$ cat src/rtl/sprite_ram_loader.sv
// sprite_ram_loader: packs a byte stream into 1bpp sprite rows and writes them into
// the back bank of a double-buffered sprite RAM, swapping banks only on frame_sync.
module sprite_ram_loader #(
    parameter int COLS = 40,
    parameter int ROWS = 24
) (
    input  logic              clk,
    input  logic              rst_n,
    input  logic              start,
    input  logic [7:0]        in_data,
    input  logic              in_valid,
    output logic              in_ready,
    input  logic              frame_sync,
    input  logic [4:0]        rd_addr,
    output logic [COLS-1:0]   rd_data,
    output logic              busy,
    output logic              done
);
    localparam int BPR    = COLS / 8;
    localparam int ADDR_W = 5;
    localparam int BCW    = $clog2(BPR + 1);

    typedef enum logic [1:0] {IDLE, LOAD, COMMIT} state_t;

    state_t            state_q;
    logic              active_q;
    logic              done_q;
    logic [ADDR_W-1:0] row_cnt_q;
    logic [BCW-1:0]    byte_cnt_q;
    logic [COLS-1:0]   row_q;
    logic [COLS-1:0]   row_d;
    logic [COLS-1:0]   bank_q [2][ROWS];
    logic              row_end;

    assign row_end = byte_cnt_q == BCW'(BPR - 1);

    // The row being assembled, including the byte offered this cycle
    always_comb begin
        row_d = row_q;
        row_d[COLS-1-8*int'(byte_cnt_q) -: 8] = in_data;
    end

    always_ff @(posedge clk or negedge rst_n) begin
        if (!rst_n) begin
            state_q    <= IDLE;
            active_q   <= 1'b0;
            done_q     <= 1'b0;
            row_cnt_q  <= '0;
            byte_cnt_q <= '0;
            row_q      <= '0;
            for (int b = 0; b < 2; b++)
                for (int r = 0; r < ROWS; r++)
                    bank_q[b][r] <= '0;
        end else begin
            done_q <= 1'b0;
            case (state_q)
                IDLE: if (start) begin
                    state_q    <= LOAD;
                    row_cnt_q  <= '0;
                    byte_cnt_q <= '0;
                    row_q      <= '0;
                end
                LOAD: if (in_valid) begin
                    row_q <= row_d;
                    if (row_end) begin
                        bank_q[!active_q][row_cnt_q] <= row_d;
                        byte_cnt_q <= '0;
                        row_cnt_q  <= row_cnt_q + 1'b1;
                        if (row_cnt_q == ADDR_W'(ROWS - 1)) state_q <= COMMIT;
                    end else begin
                        byte_cnt_q <= byte_cnt_q + 1'b1;
                    end
                end
                COMMIT: if (frame_sync) begin
                    active_q <= !active_q;
                    done_q   <= 1'b1;
                    state_q  <= IDLE;
                end
                default: state_q <= IDLE;
            endcase
        end
    end

    assign in_ready = state_q == LOAD;
    assign busy     = state_q != IDLE;
    assign done     = done_q;
    assign rd_data  = (int'(rd_addr) < ROWS) ? bank_q[active_q][rd_addr] : '0;
endmodule

$ cat config.mk
export PLATFORM = sky130hd
export DESIGN_NAME = sprite_ram_loader
export DESIGN_NICKNAME = d
export VERILOG_FILES = /design/src/rtl/sprite_ram_loader.sv
export SDC_FILE = /design/constraint.sdc
export NUM_CORES = 2
export LEC_CHECK = 0
export CAP_MARGIN = 40
export CORE_MARGIN = 8
export CORE_UTILIZATION = 40
export DETAILED_ROUTE_END_ITERATION = 10
export PLACE_DENSITY = 0.63
export SLEW_MARGIN = 20
export SYNTH_ARGS = -nofsm -noshare
export SYNTH_HDL_FRONTEND = slang
export SYNTH_SLANG_ARGS = --single-unit
$ cat constraint.sdc
create_clock -name clk -period 3.9 [get_ports clk]
set_clock_uncertainty 0.05 [all_clocks]
set_input_delay 0.975 -clock clk [delete_from_list [all_inputs] [get_ports clk]]
set_output_delay 0.975 -clock clk [all_outputs]
set_load 0.005 [all_outputs]
==> impl_metrics.yaml <==
pwr:
  peakVddDrop_mv: 0.541
  power-per-cell-area_nw_per_um2: 506
  cellLeakagePower_nw: 45.7
  total_power_w: 0.0511
critical_path:
  worst_path_max_delay_cell: "mux4_2"
  path_cells: "buf_12 > buf_8 > buf_12 > buf_16 > buf_4 > mux4_2 > mux4_2 > inv_2 > o22ai_1 > buf_2"
  regToRegStartpoint: "byte_cnt_q[0]"
  critPathCaptureType: "output pin"
  ff2ff_path_depth: 8
  path_max_fanout: 8
  cp-start-kind: "register"
  r2r_end: "bank_q[999]"
  cp_top_family: "multiplexers"
  critPathRequiredTime_ns: 2.87
  r2r_setup_slack_ns: 0.70
  path_buf_inv: 7
  worstSetupPathType: "reg -> out"
  arrival_ns: 3.45
  slowest_delay_ns: 0.59
sta:
  slew_violations: 0
  setup_violations: 40
  period_needed_ns: 4.48
  rsz0062_at_grt: "true"
  worst_slew_pin_slew_ns: 0.846
  worst_slew_margin_rel: 0.435
  period_share: 1.15
  fmax_mhz: 223
  hold_ws_ns: 0.423
  hold_viol: 0
  setup_tns_ns: -19.23
  worst_slack_ns: -0.578
finish:
  drive_above_1_share: 0.186
  seq_area_um2: 49400
  final_cell_mix: "1971 x dfrtp_1, 1279 x a21oi_1, 1244 x nor2_1"
  final_util: 0.471
  nets: 8020
  syn2layout_area_growth_pct: 17.0
  layout_commonest_cell: "dfrtp_1"
  multi_input_area_um2: 34800
  fillCellCount: 19108
routing:
  top_layer: "met5"
  vias: 61707
  drc: 0
  drtPass1Iterations: 6
  ant_nets: 0
  vias_per_cell: 5.62
  drt-initial-drc-count: 5979
  met2_length_um: 115000
  routedLengthMet1_um: 110000
  dr_wl_met3_um: 18100
  routed_wl_um: 249000
  wl_per_cell_um: 22.7
synth:
  syn_area_per_cell_um2: 10.8
  yosysTopAreaCell: "dfrtp_1"
  seq_area_frac_synth: 0.571
  netlist_top_cells_area: "dfrtp_1 57%, mux4_2 10%, a21oi_1 7.4%"
  syn_nets: 8065
  synth.top_cell.area_share: 0.571
  syn_area_um2: 86400
  ys_seq_elements: 1972
  syn-instance-count: 8040
  async_flop_share: 1.00
  synth_warnings: 0
  yosysUniqueCellTypes: 46
  ys.flop_type: "dfrtp_1"
  synth_edf_count: 0
placed_design:
  dp_hpwl_um: 151000
  routabilityCongestion: 0.822
  io_buffers: 60
worst_hold_path:
  hold_path_end: "bank_q[1626]"
  min_path_cells: 2
  min_path_type: "reg -> reg"
  min_from: "bank_q[1626]"
clock_network:
  clock_path_buffers: 3
  cts-root-buf: "clkbuf_16"
  cts_sinks: 1972
  clk_latency_ns: 0.82
  cts_tree: "yes"
  htree_levels: 4
  clk_pin_slew_ns: 0.06
  numCtsBuffers: 192
floorplanning:
  dieArea_um2: 231000
  start_util: 0.403
  rows: 170
  die_h_um: 481
  core_um2: 215000
  die_w_um: 481
  pin_count: 61
grt:
  grt_max_degree: 134
  grt_pass1_wl_um: 385000
  grt_pass1_vias: 62626
  grt_overflow: 0
  grt_use_total: 0.213
  antenna_found_initial: 10
status:
  outcome: "finished with violations"
  violations: "negative setup slack"
job:
  max-cap-violations: 0
[cells by family (layout without fill, tap and decap cells)]
logic type	count (synthesis)	after routing	synth area share
AND/OR/NAND/NOR	2225	2225	0.102
AO/OA/AOI/OAI	2215	2215	0.136
flip-flops	1972	1972	0.571
buffers and inverters	861	966	0.0438
multiplexers	756	756	0.146
adder cells (fa/ha/maj)	7	7	0.00101
XOR/XNOR	4	4	0.000405
other	0	6	0
[metal layers]
| metal | GRT usage | vias up |
|---|---|---|
| li1 | - | 27787 |
| met1 | 0.303 | 31576 |
| met2 | 0.336 | 1955 |
| met3 | 0.0407 | 385 |
| met4 | 0.0578 | 4 |
| met5 | 0 | - |
[cells in the mapped netlist, types with 41 or more instances]
cell	n
mux2i_1	315
mux4_2	400
dfrtp_1	1972
a21oi_1	1286
mux2_2	41
clkbuf_1	452
o21ai_0	765
inv_1	47
buf_2	304
nand4_1	42
nand2_1	847
nor2_1	1258
[flip-flops by register name, summed over array words and instances (netlist names)]
register / cells
byte_cnt_q: 3
state_q: 2
active_q: 1
bank_q: 1920
row_cnt_q: 5
done: 1
row_q: 40
[final cells by class]
cell class	count	area share
multi-input combinational	5207	0.344
inverter	47	0.00194
tap	2838	0.0351
antenna	6	0.000148
timing repair buffer	575	0.0692
clock buffer	310	0.0579
clock inverter	34	0.00369
sequential	1972	0.488
[metrics by stage]
stage | worst slack, ns | area (um2) | std cells
4_1_cts | -0.810 | 99800 | 10895
2_1_floorplan | 0.219 | 86400 | 8040
6_report | -0.578 | 101000 | 10989
3_3_place_gp | -0.472 | 92500 | 10515
3_5_place_dp | -0.471 | 92500 | 10518
5_1_grt | -0.619 | 101000 | 10984
[how the worst max path moves through the flow]
| stage | start | cells after the start | end |
|---|---|---|---|
| after floorplan | rd_addr[0] | 7 | rd_data[0] |
| after global placement | rd_addr[0] | 8 | rd_data[9] |
| after detailed placement | rd_addr[0] | 7 | rd_data[19] |
| after CTS | active_q | 9 | rd_data[35] |
| after global routing | active_q | 11 | rd_data[10] |
| final | active_q | 10 | rd_data[7] |
[report_power, final]
group	total [W]	switching, W	internal [W]
clock network	0.0185	0.00793	0.0106
logic	0.0104	0.00696	0.00344
registers	0.0222	0.000652	0.0216
[worst min-delay path: stages (launching register included)]
cell and delay, ns:
dfrtp_1 0.33, nand2_1 0.05, o21ai_0 0.06
[repair_timing]
action	in CTS	in global routing
buffers inserted	24	80
gates resized for setup	213	166
cloned	8	10
hold endpoints to repair	23	0
hold buffers	1	0
pin swaps	10	49
setup endpoints to repair	40	40
Note: power is estimated with default switching activity, not from simulation.
